`config.mk`:
```
export PLATFORM = sky130hd
export DESIGN_NAME = prog_loader
export DESIGN_NICKNAME = d
export VERILOG_FILES = /design/src/rtl/prog_loader.sv
export SDC_FILE = /design/constraint.sdc
export NUM_CORES = 1
export LEC_CHECK = 0
export CAP_MARGIN = 20
export CORE_MARGIN = 2
export CORE_UTILIZATION = 52
export DETAILED_ROUTE_END_ITERATION = 12
export PLACE_DENSITY = 0.81
export RECOVER_POWER = 25
export REMOVE_ABC_BUFFERS = 1
export SYNTH_ARGS = -nofsm -noshare
export SYNTH_HDL_FRONTEND = slang
export SYNTH_SLANG_ARGS = --single-unit
```
`constraint.sdc`:
```
create_clock -name clk -period 2.2 [get_ports clk]
set_clock_uncertainty 0.1 [all_clocks]
set_input_delay 0.22 -clock clk [delete_from_list [all_inputs] [get_ports clk]]
set_output_delay 0.22 -clock clk [all_outputs]
set_load 0.05 [all_outputs]
```
`src/rtl/prog_loader.sv`:
```
// prog_loader: boot-time loader that writes a framed byte stream into the
// core's 64 KiB byte memory and holds the core in reset until the image is in.
// Optional feature macro: LOADER_CHECKSUM_EN (adds a trailing CSUM byte and an
// 8-bit running sum over ADDR_L..CSUM that must end at 0x00).
module prog_loader #(
  parameter logic [7:0]  SYNC_BYTE      = 8'hA5,
  parameter logic [15:0] TIMEOUT_CYCLES = 16'd1024
) (
  input  logic        clk,
  input  logic        rst,
  input  logic [7:0]  in_data,
  input  logic        in_valid,
  output logic        in_ready,
  output logic        mem_we,
  output logic [15:0] mem_addr,
  output logic [7:0]  mem_wdata,
  output logic        cpu_rst_n,
  output logic        done,
  output logic        err
);

  typedef enum logic [3:0] {
    S_HUNT, S_ADDR_L, S_ADDR_H, S_LEN_L, S_LEN_H, S_DATA, S_CSUM, S_FIN, S_ERR
  } state_t;

`ifdef LOADER_CHECKSUM_EN
  localparam state_t FRAME_END = S_CSUM;
  localparam logic   END_READY = 1'b1;
`else
  localparam state_t FRAME_END = S_FIN;
  localparam logic   END_READY = 1'b0;
`endif

  state_t      state_q;
  logic [15:0] addr_q;
  logic [15:0] cnt_q;
  logic [15:0] idle_q;
`ifdef LOADER_CHECKSUM_EN
  logic [7:0]  sum_q;
  logic [7:0]  sum_d_c;
`endif

  logic        accept_c;
  logic        timing_c;
  logic        timeout_c;
  logic [15:0] idle_inc_c;
  logic [15:0] len_c;

  // Handshake, idle-timeout detection and assembled length.
  always_comb begin
    accept_c   = in_valid & in_ready;
    timing_c   = (state_q != S_HUNT) && (state_q != S_FIN) && (state_q != S_ERR);
    idle_inc_c = idle_q + 16'd1;
    timeout_c  = timing_c && !accept_c && (TIMEOUT_CYCLES != 16'd0) &&
                 (idle_inc_c == TIMEOUT_CYCLES);
    len_c      = {in_data, cnt_q[7:0]};
`ifdef LOADER_CHECKSUM_EN
    sum_d_c    = sum_q + in_data;
`endif
  end

  // Frame FSM with registered handshake, write port and status outputs.
  always_ff @(posedge clk) begin
    if (!rst) begin
      state_q   <= S_HUNT;
      addr_q    <= 16'd0;
      cnt_q     <= 16'd0;
      idle_q    <= 16'd0;
`ifdef LOADER_CHECKSUM_EN
      sum_q     <= 8'd0;
`endif
      in_ready  <= 1'b0;
      mem_we    <= 1'b0;
      mem_addr  <= 16'd0;
      mem_wdata <= 8'd0;
      cpu_rst_n <= 1'b0;
      done      <= 1'b0;
      err       <= 1'b0;
    end else begin
      mem_we    <= 1'b0;
      // Status follows the terminal state one edge later, clear of the last write.
      done      <= done | (state_q == S_FIN);
      cpu_rst_n <= cpu_rst_n | (state_q == S_FIN);
      err       <= err | (state_q == S_ERR);
      idle_q    <= (timing_c && !accept_c) ? idle_inc_c : 16'd0;

      case (state_q)
        S_HUNT: begin
          in_ready <= 1'b1;
          if (accept_c && (in_data == SYNC_BYTE)) begin
            state_q <= S_ADDR_L;
`ifdef LOADER_CHECKSUM_EN
            sum_q   <= 8'd0;
`endif
          end
        end
        S_ADDR_L: if (accept_c) begin
          addr_q[7:0] <= in_data;
          state_q     <= S_ADDR_H;
`ifdef LOADER_CHECKSUM_EN
          sum_q       <= sum_d_c;
`endif
        end
        S_ADDR_H: if (accept_c) begin
          addr_q[15:8] <= in_data;
          state_q      <= S_LEN_L;
`ifdef LOADER_CHECKSUM_EN
          sum_q        <= sum_d_c;
`endif
        end
        S_LEN_L: if (accept_c) begin
          cnt_q[7:0] <= in_data;
          state_q    <= S_LEN_H;
`ifdef LOADER_CHECKSUM_EN
          sum_q      <= sum_d_c;
`endif
        end
        S_LEN_H: if (accept_c) begin
          cnt_q <= len_c;
`ifdef LOADER_CHECKSUM_EN
          sum_q <= sum_d_c;
`endif
          if (len_c != 16'd0) begin
            state_q <= S_DATA;
          end else begin
            state_q  <= FRAME_END;
            in_ready <= END_READY;
          end
        end
        S_DATA: if (accept_c) begin
          mem_we    <= 1'b1;
          mem_addr  <= addr_q;
          mem_wdata <= in_data;
          addr_q    <= addr_q + 16'd1;
          cnt_q     <= cnt_q - 16'd1;
`ifdef LOADER_CHECKSUM_EN
          sum_q     <= sum_d_c;
`endif
          if (cnt_q == 16'd1) begin
            state_q  <= FRAME_END;
            in_ready <= END_READY;
          end
        end
`ifdef LOADER_CHECKSUM_EN
        S_CSUM: if (accept_c) begin
          sum_q    <= sum_d_c;
          in_ready <= 1'b0;
          state_q  <= (sum_d_c == 8'd0) ? S_FIN : S_ERR;
        end
`endif
        S_FIN:   in_ready <= 1'b0;
        S_ERR:   in_ready <= 1'b0;
        default: state_q  <= S_HUNT;
      endcase

      // Idle limit reached with no byte this edge: abort the frame.
      if (timeout_c) begin
        state_q  <= S_ERR;
        in_ready <= 1'b0;
        err      <= 1'b1;
        idle_q   <= 16'd0;
      end
    end
  end

endmodule
```
==> impl_results.md <==
- Status: completed
- Total global routing overflow: 0
- Ys flop type: dfxtp_1
- RSZ-0062 raised after global routing: yes
- Cell Area, Synth: roughly 4100 um2
- Synth top area share: between 30% and 40%
- Clk Latency, worst-skew pair: 360 ps
- CTS tree: yes
- Flop and latch count out of synthesis: ~80
- Cell taking the most area after synthesis: dfxtp_1
- Max Clk Rate: 455 MHz
- Post-synth EDFFs: 0
- Layout Area Growth over Synthesis: 24.5%
- Initial antenna violation count: 0
- Max-cap violation count: 0
- Routability cong.: 0.959
- # hold bufs at CTS: 0
- Clock sinks: 81
- CP peak stage delay: 510 ps
- HP Class: in -> reg
- Critical Path Sink Type: flop
- Max Buffers Root-to-Sink: 2
- Worst R2R Path Depth: 7
- Num rows: 32
- Worst setup SP type: flop
- Pre-CTS setup slack: -22.9 ps
- Register area share after synthesis: 39.4%
- Vias: 4144
- H-tree Lvls: 3
- Die height: 92.9 um
- CTS buffer count: 9
- Final nets: 605
- Die W: 92.9 um
- Initial Utilization: 53.5%
- Post-Syn Area per Cell: 7.82 um2
- Final critical-path share of the clock period: 99.9%
- Yosys warning count: 0
- Final worst slack: ~1.2 ps
- CP arrival: roughly 2400 ps
- Iteration-0 DRC Markers: 304
- Root buffer cell: clkbuf_8
- Worst-margin pin slew: 533 ps
- I/O Buffers: 39
- Worst Hold Depth: 2
- Setup bufs post-CTS: 0
- First-pass GRT wire length: 17900 um
- Crit Path Max Fanout: 6
- DR DRC count: 0
- Vias per cell: 5.95
- Synth area leaders: dfxtp_1 39%, nand2_1 7.8%, a21boi_0 5.1%
- N_diodes: 0
- Critical Path, Cell by Cell: nand4_2, or3_4, or4_4, o211ai_4, nor3_2, buf_4, o31a_1
- Wirelength, routed: approximately 11000 um
- Final setup viols: 0
- Crit-path slowest cell: or4_4
- Slew Limit Headroom: 64.2%
- WS Path Type: reg -> reg
- Die Footprint: 8640 um2
- Peak VDD IR: 0.000293 V
- Post-DR wirelength/cell: 15.7 um
- Vias in the first global route: 3737
- Final HPWL DP: 7650 um
- Tmin final: 2200 ps
- Post-Syn Instances: 526
- Final Hold Fails: 0
- Pwr Density: 523 nW/um2
- Largest net degree at the start of global routing: 35
- Layout cells sized above 1: 15.3%
- Worst-path clk slew: 80 ps
- Max-slew violation count: 0
- Drt first pass iters: 5
- Core area: 7690 um2
- GRT Overall Usage: around a quarter
- Distinct cells, synth: 56
- Pwr Total: ~0.0027 W
- Critical Path RT: between 2000 and 2500 ps
- Final ANT Viol Nets: 0
- Leak: 1.87 nW
- I/O Pins: 40
- Ys async rst share: 0%
-- worst max-delay path: cells and delay by family (launching register included) --
kind | cells | cell delay (ps)
AO/OA/AOI/OAI | 2 | 390
buffers and inverters | 1 | 160
flip-flops | 1 | 360
AND/OR/NAND/NOR | 4 | 1080
-- flip-flops by register name (all words and copies together) (netlist names) --
| register | flops |
|---|---|
| done | 1 |
| err | 1 |
| mem_addr | 16 |
| in_ready | 1 |
| state_q | 4 |
| cnt_q | 16 |
| addr_q | 16 |
| mem_we | 1 |
| idle_q | 16 |
| mem_wdata | 8 |
| cpu_rst_n | 1 |
-- Yosys cell counts, types with 3 or more instances --
library cell,number
and3_1,8
nand2b_1,4
buf_2,3
o31a_1,3
clkbuf_1,22
nand3_1,21
o21a_1,4
o22ai_1,4
nor4_1,6
nor2b_1,9
a21boi_0,28
nor2_1,53
inv_1,10
o221a_2,7
a31oi_1,12
ha_1,5
or3_1,4
a211oi_1,3
xnor2_1,8
dfxtp_1,81
nand2_1,86
nand4_1,3
a21oi_1,30
a22oi_1,5
o21ai_0,35
xor2_1,6
nand3b_1,5
o31ai_1,4
nor3_1,17
and2_1,5
-- cells in the final DEF, fill, tap and decap left out, types with 6 or more instances in the layout --
cell and instances:
a21boi_0 28, a21oi_1 29, a31oi_1 12, and3_1 7, buf_4 39, clkbuf_8 10, clkdlybuf4s50_1 26, dfxtp_1 75
dlygate4sd3_1 12, inv_1 10, nand2_1 86, nand3_1 21, nor2_1 53, nor2b_1 9, nor3_1 16, o21ai_0 35
o221a_2 7, xnor2_1 8, xor2_1 6
-- routing by layer --
layer | global-route usage, % | share of wire [%]
met5 | 0 | 0
met4 | 10.3 | 2.2
met3 | 3.66 | 6.4
met2 | 40.7 | 47
met1 | 35.4 | 44
-- logic make-up (layout without fill, tap and decap cells) --
| family | Yosys count | count (layout) | synth area share, % |
|---|---|---|---|
| AOI/OAI and AO/OA | 150 | 150 | 24.4 |
| muxes | 2 | 2 | 0.487 |
| adders and majority gates | 5 | 5 | 1.52 |
| DFF | 81 | 81 | 39.4 |
| and+or+nand+nor | 235 | 235 | 27.3 |
| buffers and inverters | 39 | 107 | 3.86 |
| xor gates and xnor gates | 14 | 14 | 2.98 |
-- power by group --
group / leakage, nW / internal [W] / switching (W)
combinational: 1.11 / 0.0000526 / 0.0000675
clock: 0.102 / 0.000547 / 0.000549
sequential: 0.656 / 0.00146 / 0.00000125
total: 1.87 / 0.00206 / 0.000618
-- layout make-up --
class,instances,area (um2)
repair buffers,81,702
clock inverters,6,57.6
well taps,102,128
flip-flops and latches,81,1630
fillers,623,2560
inverters,10,37.5
multi-input cells,406,2430
clock buffers,10,138
-- per-stage QoR --
stage / hold WS (ps) / util, % / TNS, ps / cell area, um2 / instances
after global placement: 350 / 62.8 / -33.5 / 4830 / 681
after floorplan: 234 / - / -13420 / 3990 / 497
after global routing: 206 / 66.7 / -339 / 5120 / 696
after CTS: 177 / 65.4 / 0 / 5030 / 697
after detailed placement: 359 / 62.8 / -87.4 / 4830 / 681
final: 196 / 66.7 / 0 / 5120 / 696
-- path summary, 6_finish.rpt --
path / start / end / slack (ps)
max: idle_q[5]$_SDFF_PP0_ / err$_SDFF_PN0_ / 1
min: rst / mem_addr[4]$_SDFFE_PN0P_ / 200
max reg2reg: idle_q[5]$_SDFF_PP0_ / err$_SDFF_PN0_ / 1
min reg2reg: mem_addr[11]$_SDFFE_PN0P_ / mem_addr[11]$_SDFFE_PN0P_ / 370
-- repair_timing --
action	4_1_cts	5_1_grt
endpoints found under the hold margin	0	0
endpoints found under the setup margin	6	24
pin swaps	0	7
gates cloned	0	0
resized for setup	3	21
(Power assumes the default switching activity.)
